--- src/rtl/shift_sequencer_pkg.sv ---
`default_nettype none
// ============================================================================
// Module   : shift_sequencer_pkg
// Purpose  : Shared constants, state encodings and funct decode for the
//            multi-cycle shift sequencer.
// Revision : 1.0 - initial release
// ============================================================================
package shift_sequencer_pkg;

    localparam int c_SHAMT_W = 5;

    // EX-stage funct codes
    localparam logic [5:0] c_SLL = 6'b000000;
    localparam logic [5:0] c_SRL = 6'b000010;
    localparam logic [5:0] c_SRA = 6'b000011;

    localparam logic [1:0] c_S_IDLE  = 2'd0;
    localparam logic [1:0] c_S_SHIFT = 2'd1;
    localparam logic [1:0] c_S_DONE  = 2'd2;

    localparam logic [1:0] c_OP_SLL = 2'd0;
    localparam logic [1:0] c_OP_SRL = 2'd1;
    localparam logic [1:0] c_OP_SRA = 2'd2;

    typedef struct packed {
        logic       valid;
        logic [1:0] op;
    } op_dec_t;

    function automatic op_dec_t decode_funct(input logic [5:0] funct);
        op_dec_t d;
        d.valid = 1'b1;
        d.op    = c_OP_SLL;
        case (funct)
            c_SLL:   d.op = c_OP_SLL;
            c_SRL:   d.op = c_OP_SRL;
            c_SRA:   d.op = c_OP_SRA;
            default: d.valid = 1'b0;
        endcase
        return d;
    endfunction

endpackage
`default_nettype wire

--- src/rtl/shift_sequencer_step.sv ---
`default_nettype none
// ============================================================================
// Module   : shift_sequencer_step
// Purpose  : One combinational log-shifter row: shifts by 2^index when
//            enabled, otherwise passes the value through.
// Revision : 1.0 - initial release
// ============================================================================
module shift_sequencer_step #(
    parameter int WIDTH = 32
) (
    input  logic [WIDTH-1:0] i_value,
    input  logic             i_left,
    input  logic             i_fill,
    input  logic [2:0]       i_index,
    input  logic             i_en,
    output logic [WIDTH-1:0] o_value
);
    import shift_sequencer_pkg::*;

    logic [WIDTH-1:0] w_left  [c_SHAMT_W];
    logic [WIDTH-1:0] w_right [c_SHAMT_W];

    for (genvar k = 0; k < c_SHAMT_W; k++) begin : g_stage
        localparam int c_SH = 1 << k;
        assign w_left[k]  = {i_value[WIDTH-1-c_SH:0], {c_SH{i_fill}}};
        assign w_right[k] = {{c_SH{i_fill}}, i_value[WIDTH-1:c_SH]};
    end

    always_comb begin
        o_value = i_value;
        if (i_en) begin
            case (i_index)
                3'd0: o_value = i_left ? w_left[0] : w_right[0];
                3'd1: o_value = i_left ? w_left[1] : w_right[1];
                3'd2: o_value = i_left ? w_left[2] : w_right[2];
                3'd3: o_value = i_left ? w_left[3] : w_right[3];
                3'd4: o_value = i_left ? w_left[4] : w_right[4];
                default: o_value = i_value;
            endcase
        end
    end

endmodule
`default_nettype wire

--- src/rtl/shift_sequencer.sv ---
`default_nettype none
// ============================================================================
// Module   : shift_sequencer
// Purpose  : Five-cycle SLL/SRL/SRA controller reusing one shifter row,
//            with pipeline stall, flush and one-cycle done pulse.
// Revision : 1.0 - initial release
// ============================================================================
module shift_sequencer #(
    parameter int WIDTH = 32
) (
    input  logic             clk,
    input  logic             rst,
    input  logic             start,
    input  logic             flush,
    input  logic [WIDTH-1:0] dataA,
    input  logic [WIDTH-1:0] dataB,
    input  logic [5:0]       Signal,
    output logic             busy,
    output logic             stall,
    output logic             done,
    output logic [WIDTH-1:0] dataOut
);
    import shift_sequencer_pkg::*;

    localparam logic [2:0] c_LAST_STG = 3'(c_SHAMT_W - 1);

    logic [1:0]           r_state;
    logic [WIDTH-1:0]     r_acc;
    logic [c_SHAMT_W-1:0] r_amt;
    logic [1:0]           r_op;
    logic                 r_fill;
    logic [2:0]           r_stg;
    logic [WIDTH-1:0]     r_dout;

    op_dec_t              w_dec;
    logic [7:0]           w_amt_ext;
    logic                 w_step_en;
    logic [WIDTH-1:0]     w_step;
    logic                 w_unused_hi;

    assign w_dec       = decode_funct(Signal);
    // Zero-extend so the 3-bit stage counter always indexes in range.
    assign w_amt_ext   = {{(8-c_SHAMT_W){1'b0}}, r_amt};
    assign w_step_en   = w_amt_ext[r_stg];
    assign w_unused_hi = ^dataB[WIDTH-1:c_SHAMT_W];

    shift_sequencer_step #(
        .WIDTH (WIDTH)
    ) u_step (
        .i_value (r_acc),
        .i_left  (r_op == c_OP_SLL),
        .i_fill  (r_fill),
        .i_index (r_stg),
        .i_en    (w_step_en),
        .o_value (w_step)
    );

    always_ff @(posedge clk) begin
        if (rst) begin
            r_state <= c_S_IDLE;
            r_acc   <= '0;
            r_amt   <= '0;
            r_op    <= c_OP_SLL;
            r_fill  <= 1'b0;
            r_stg   <= '0;
            r_dout  <= '0;
        end else if (flush) begin
            r_state <= c_S_IDLE;
        end else begin
            case (r_state)
                c_S_SHIFT: begin
                    r_acc <= w_step;
                    r_stg <= r_stg + 3'd1;
                    if (r_stg == c_LAST_STG) begin
                        r_dout  <= w_step;
                        r_state <= c_S_DONE;
                    end
                end
                default: begin
                    // IDLE and DONE both accept, so back-to-back requests lose no cycle.
                    if (start) begin
                        if (w_dec.valid) begin
                            r_acc   <= dataA;
                            r_amt   <= dataB[c_SHAMT_W-1:0];
                            r_op    <= w_dec.op;
                            r_fill  <= (w_dec.op == c_OP_SRA) ? dataA[WIDTH-1] : 1'b0;
                            r_stg   <= '0;
                            r_state <= c_S_SHIFT;
                        end else begin
                            r_dout  <= '0;
                            r_state <= c_S_DONE;
                        end
                    end else begin
                        r_state <= c_S_IDLE;
                    end
                end
            endcase
        end
    end

    assign busy    = (r_state == c_S_SHIFT);
    assign stall   = (r_state == c_S_SHIFT);
    assign done    = (r_state == c_S_DONE);
    assign dataOut = r_dout;

endmodule
`default_nettype wire

--- config.mk ---
export PLATFORM = sky130hd
export DESIGN_NAME = shift_sequencer
export DESIGN_NICKNAME = d
export VERILOG_FILES = /design/src/rtl/shift_sequencer_pkg.sv /design/src/rtl/shift_sequencer_step.sv /design/src/rtl/shift_sequencer.sv
export SDC_FILE = /design/constraint.sdc
export NUM_CORES = 1
export LEC_CHECK = 0
export BUFFER_PORTS_ARGS = -buffer_cell sky130_fd_sc_hd__buf_2
export CORE_UTILIZATION = 50
export DETAILED_ROUTE_END_ITERATION = 7
export PLACE_DENSITY = 0.73
export SLEW_MARGIN = 5
export SYNTH_ARGS = -nofsm -noshare
export SYNTH_HDL_FRONTEND = slang
export SYNTH_SLANG_ARGS = --single-unit
--- constraint.sdc ---
create_clock -name clk -period 3.32 [get_ports clk]
set_clock_uncertainty 0.1 [all_clocks]
set_input_delay 0.664 -clock clk [delete_from_list [all_inputs] [get_ports clk]]
set_output_delay 0.664 -clock clk [all_outputs]
set_load 0.01 [all_outputs]
== Word level (Yosys, flattened, before mapping) ==
Cells that the tools add are included.
Word-level totals
  input bits: 74
  memories: 0
  register bits after elaboration: 77
  ROM bits: 0
  output and inout port bits: 35
  logic and storage cells: 58
  RAM bits: 0
  bits in latches: 0
Cells by class
  eq/ne operators: 11
  add/subtract/negate cells: 1
  shift operators: 0
  reduce and logical (&&, ||, !) cells: 10
  muxes and demuxes: 26
  bitwise logic cells: 2
  order comparisons: 1
  div/mod/pow operators: 0
  $mul: 0
Operators by type and width (count)
  32-bit two-way mux: 13
  32-bit one-hot mux with 5 select lines: 1
  6-bit by 2-bit == test with 1-bit output, second input constant: 2
  3-bit two-way mux: 3
  2-bit two-way mux: 4
  4-bit AND reduction: 2
  3-bit by 2-bit == test with 1-bit output, second input constant: 2
  6-bit zero test: 1
  2-bit == test, second input constant: 2
  3-bit by 4-bit < comparator with 1-bit output, second input constant: 1
  2-bit one-hot mux with 2 select lines: 1
  2-bit nonzero test: 2
  3-bit by 1-bit adder with 3-bit output, second input constant: 1
  1-bit binary-select mux with 3-bit select: 1
  3-bit by 1-bit == test with 1-bit output, second input constant: 1
  3-bit == test, second input constant: 1
  3-bit zero test: 1
  1-bit two-way mux: 3
  3-bit AND reduction: 1
  3-bit OR reduction: 1
  2-bit by 1-bit == test with 1-bit output, second input constant: 1
  2-bit zero test: 1
  2-bit by 1-bit inequality test with 1-bit output, second input constant: 1
  2-bit inequality test, second input constant: 1
  2 further kinds: 3

== Longest topological paths before layout ==
  word-level depth: 6
  mapped depth: 11
  mapped depth without buffers: 8

== Cells and area by module ==
A second synthesis with hierarchy kept.
Unflattened totals
  cell total of the unflattened synthesis: 842
  area, all modules: 5761.8 µm²
By module, submodules not included
  shift_sequencer: seq. area each 1541.5 µm², cells an instance 442, area each 3434.5 µm², instances 1
  shift_sequencer_step: seq. area each 0.0 µm², cells an instance 400, area each 2327.2 µm², instances 1

== Worst setup path after synthesis ==
OpenSTA, ideal clock, no wires.
  kind: reg-to-reg
  from: reg r_stg[2]
  to: reg r_dout[14], in the netlist dataOut[14]
  stages on the path, launching flop included: 10
  path slack: 1.058 ns
  path buffers: 3
  library setup time: 0.117 ns
  arrival time: 2.045 ns
  clock period less this slack: 2.262 ns
  data required time: 3.103 ns
  cells stage by stage: dfxtp_1 -> buf_4 -> inv_1 -> ha_1 -> buf_2 -> nor4_2 -> a21oi_4 -> buf_2 -> or2_1 -> a32o_1
On the way
  cells in the longest elaborated chain, start to end: 5
  elaborated cells on any way between the ends: 13
  those cells by class: eq/ne: 5; mux: 6; reduce/logical: 2
Ends and longest elaborated chain
  start, declared: line shift_sequencer.sv:32  | logic [2:0] r_stg;
  start signal, assigned: line shift_sequencer.sv:73  | r_stg <= r_stg + 3'd1;
  3-bit == test, or another cell as far along: line shift_sequencer_step.sv:32, shift_sequencer.sv:74
  32-bit one-hot mux with 5 select lines / 1-bit two-way mux (equally long branches): line shift_sequencer_step.sv:32, shift_sequencer.sv:44
  32-bit two-way mux: line shift_sequencer_step.sv:31  | if (i_en) begin
  32-bit two-way mux: line shift_sequencer.sv:74  | if (r_stg == c_LAST_STG) begin
  32-bit two-way mux: line shift_sequencer.sv:70  | case (r_state)
  end signal, assigned: line shift_sequencer.sv:75  | r_dout <= w_step;
  end, declared: line shift_sequencer.sv:33  | logic [WIDTH-1:0] r_dout;
Parallel ways exist; a longest one is shown, timed or not. The select of a mux whose other input is x is not followed.
A chain may end at the register's enable or synchronous reset.

== Worst setup path after layout ==
  from: reg r_stg[2]
  to: reg r_acc[5]
On the way
  cells in the longest elaborated chain, start to end: 4
  elaborated cells on any way between the ends: 10
  those cells by class: eq/ne: 4; mux: 5; reduce/logical: 1
Ends and longest elaborated chain
  3-bit == test, or another cell as far along: line shift_sequencer_step.sv:32  | case (i_index)
  32-bit one-hot mux with 5 select lines / 1-bit two-way mux (equally long branches): line shift_sequencer_step.sv:32, shift_sequencer.sv:44
  32-bit two-way mux (*): line shift_sequencer_step.sv:31
  32-bit two-way mux (*): line shift_sequencer.sv:70
  end signal, assigned: line shift_sequencer.sv:72  | r_acc <= w_step;
  end signal, assigned: line shift_sequencer.sv:83  | r_acc <= dataA;
  end, declared: line shift_sequencer.sv:28  | logic [WIDTH-1:0] r_acc;
Mark *: on every way between the ends. The rest lies on a longest branch, timed or not. The select of a mux whose other input is x is not followed.

==> flow_metrics.py <==
metrics = {
    "global_route": {
        "grt_pass1_wl_um": 31600,
        "grt.overflow.total": 0,
        "antenna_found_initial": 0,
        "gr-usage-all-layers_pct": 35.5,
        "grtUsageMet1_pct": 46.5,
        "grt_max_degree": 46,
        "grt.met3_usage_pct": 7.75,
        "busiest_layer": "met2",
        "grt_pass1_vias": 5762,
        "gr-usage-met2_pct": 57.6,
    },
    "yosys": {
        "synth_edf_count": 0,
        "synth_area_mm2": 0.00560,
        "yosys_warnings": 0,
        "syn_nets": 826,
        "ys_seq_area_share_pct": 27.5,
        "yosys-top-cells-count": "a21oi_1, dfxtp_1, nand2_1",
        "ys_types": 71,
        "ys_ff_latch": 77,
        "synth-main-ff-cell": "dfxtp_1",
        "yosysTopAreaCell": "dfxtp_1",
        "syn_avg_cell_area_um2": 7.50,
        "postSynthCellCount": 747,
        "yosysMostFrequentCell": "a21oi_1",
        "synth_top_area_share_pct": 27.5,
        "async_reset_ff_share_pct": 0,
        "ys_top_cells_by_area": "dfxtp_1, a21oi_1, a31oi_1, nand2_1, a32o_1",
    },
    "floorplan": {
        "dieArea_mm2": 0.0116,
        "row_count": 38,
        "dieHeight_um": 108,
        "start_util_pct": 51.4,
        "boundaryPins": 109,
        "die_w_um": 108,
        "core-area_mm2": 0.0109,
    },
    "setup_path": {
        "worstPathArrival_ns": 2.94,
        "end_kind": "flip-flop",
        "cp.required_ns": 3.50,
        "worstPathMaxFanout": 41,
        "critPathKind": "flip-flop to flip-flop",
        "path_delay_family": "simple AND/OR/NAND/NOR gates",
        "cp_cell_sequence": "inv_1 > ha_1 > nor4_2 > a21oi_4 > buf_12 > and2_0 > a32oi_1 > nand2_1",
        "crit_slowest_cell": "dfxtp_1",
        "crit_buf_inv": 2,
        "max_stage_delay_ns": 0.60,
        "start_kind": "flip-flop",
    },
    "routing": {
        "post_drt_wl_per_cell_um": 21.5,
        "firstDrtPassIters": 5,
        "drt_wl_total_um": 20200,
        "routed_via_density": 6.73,
        "postRouteAntennaNets": 0,
        "drcViolationCount": 0,
        "first_iter_violations": 689,
        "via_count": 6321,
    },
    "timing": {
        "fmax_ghz": 0.362,
        "whs_ns": 0.355,
        "maxSlewViolCount": 0,
        "min_period_ns": 2.76,
        "relSlewSlack_pct": 46.6,
        "setup-violations-final": 0,
        "tightest_slew_ns": 0.800,
        "finalCritPeriodShare_pct": 83.2,
        "hold_violations": 0,
        "rsz0062_at_grt": "false",
        "setup-tns-final_ns": 0,
    },
    "placed_design": {
        "dpl.cell_count": 923,
        "place_area_mm2": 0.00602,
        "io_buffers": 81,
        "gp_congestion": 0.942,
        "dp_hpwl_um": 14100,
    },
    "finish": {
        "syn_to_final_growth_pct": 10.9,
        "post-route-cell-area_mm2": 0.00621,
        "layout-drive-gt1-share_pct": 19.8,
        "regArea_mm2": 0.00154,
        "fin_nets": 873,
        "layoutNonFillerInstCount": 939,
        "multiInputGateArea_mm2": 0.00368,
        "antenna_cells": 0,
        "fillers": 1043,
    },
    "outcome": {
        "status": "complete, no violations",
    },
    "clocking": {
        "cts_made_buffers": 9,
        "cts_max_level": 3,
        "cts_tree": "done",
        "hold_buffers": 0,
        "clk_pin_slew_worst_paths_ns": 0.09,
        "clock_path_buffers": 2,
        "cts_root_buffer": "clkbuf_8",
        "worstSkewPairLatency_ns": 0.38,
        "post_cts_buffers": 0,
        "cts.sinks": 77,
        "ctsResizeCount": 0,
    },
    "pwr": {
        "clkPwrFrac_pct": 40.1,
        "switching_power_mw": 0.463,
        "seqPwrFrac_pct": 53.4,
        "p_sw_share_pct": 26.6,
        "power.density_mw_per_mm2": 281,
        "finalPower_mw": 1.74,
        "p_leak_nw": 2.33,
        "comb_power_share_pct": 6.5,
        "ir_worst_vdd_mv": 0.295,
        "intPower_mw": 1.28,
    },
    "hold_path": {
        "hold_class": "flip-flop to flip-flop",
    },
    "flow_run": {
        "cap_violations": 0,
    },
}
[placed cells by master, fill, tap and decap left out, types with 4 or more instances in the layout]
cell        Yosys  layout
a21oi_1       117     117
nor3_1          9       9
a22o_1          5       5
nand2b_1       12      12
a32o_1         21      21
clkbuf_8        0      11
mux2i_1         4       4
o22ai_1         6       6
buf_4           5      20
clkinvlp_4      0       4
o2bb2ai_1       9       9
o21ai_1        33      33
nor2_1         41      40
o21ai_0        39      39
buf_2          26      81
or2_1          19      19
ha_1            5       5
a211oi_1       12      12
o211ai_1       25      25
or3b_1         15      15
nand4_1         8       8
a31oi_1        45      45
inv_1           7       7
nor2b_1         6       6
nand2_1        60      60
nor4_1          4       4
dfxtp_1        77      77
nand3_1        25      25
or3b_2         12      12
a32oi_1         8       8
[cell type report]
class,instances,share of cell area (%)
Clock buffer,11,2.44
Clock inverter,5,0.564
Inverter,8,0.484
Multi-Input combinational cell,595,59.3
Sequential cell,77,24.8
Tap cell,140,2.82
Timing Repair Buffer,103,9.59
[final timing paths]
kind / from / endpoint / slack [ns] / depth (start not counted)
min: dataOut[1] / dataOut[1] / 0.35 / 1
max: r_stg[2] / r_acc[5] / 0.56 / 8
min reg2reg: dataOut[1] / dataOut[1] / 0.35 / 1
max reg2reg: r_stg[2] / r_acc[5] / 0.56 / 8
[registers in the layout, summed over array words and instances (netlist names)]
name / count
dataOut: 32
r_acc: 32
r_amt: 5
r_stg: 3
r_op: 2
r_state: 2
r_fill: 1
[per-stage QoR]
stage / worst slack [ns] / utilization (%)
2_1_floorplan: 1.06 / -
3_3_place_gp: 0.717 / 55.3
3_5_place_dp: 0.629 / 55.3
4_1_cts: 0.616 / 57.0
5_1_grt: 0.414 / 57.0
6_report: 0.558 / 57.0
[cells by family (layout without fill, tap and decap cells)]
logic type      count (synthesis)  after routing  synth area share [%]
mux                             8              8                  1.59
simple gates                  234            234                  23.2
buf+inv                        75            127                  6.91
fa+ha+maj                       5              5                  1.12
compound gates                348            348                  39.7
flops                          77             77                  27.5
[power by group through the flow]
stage          clock, mW  combinational [mW]  sequential [mW]
2_1_floorplan          0              0.0603            0.950
3_3_place_gp           0               0.107            0.952
3_5_place_dp           0               0.111            0.952
4_1_cts            0.701               0.111            0.930
5_1_grt            0.743               0.122            0.931
6_report           0.699               0.113            0.931
[per-layer routing]
| metal | part of all wire, % | vias up |
|---|---|---|
| li1 | - | 2948 |
| met1 | 42 | 3013 |
| met2 | 47 | 329 |
| met3 | 8.7 | 31 |
| met4 | 1.6 | 0 |
| met5 | 0 | - |
Note: power is estimated with default switching activity, not from simulation.
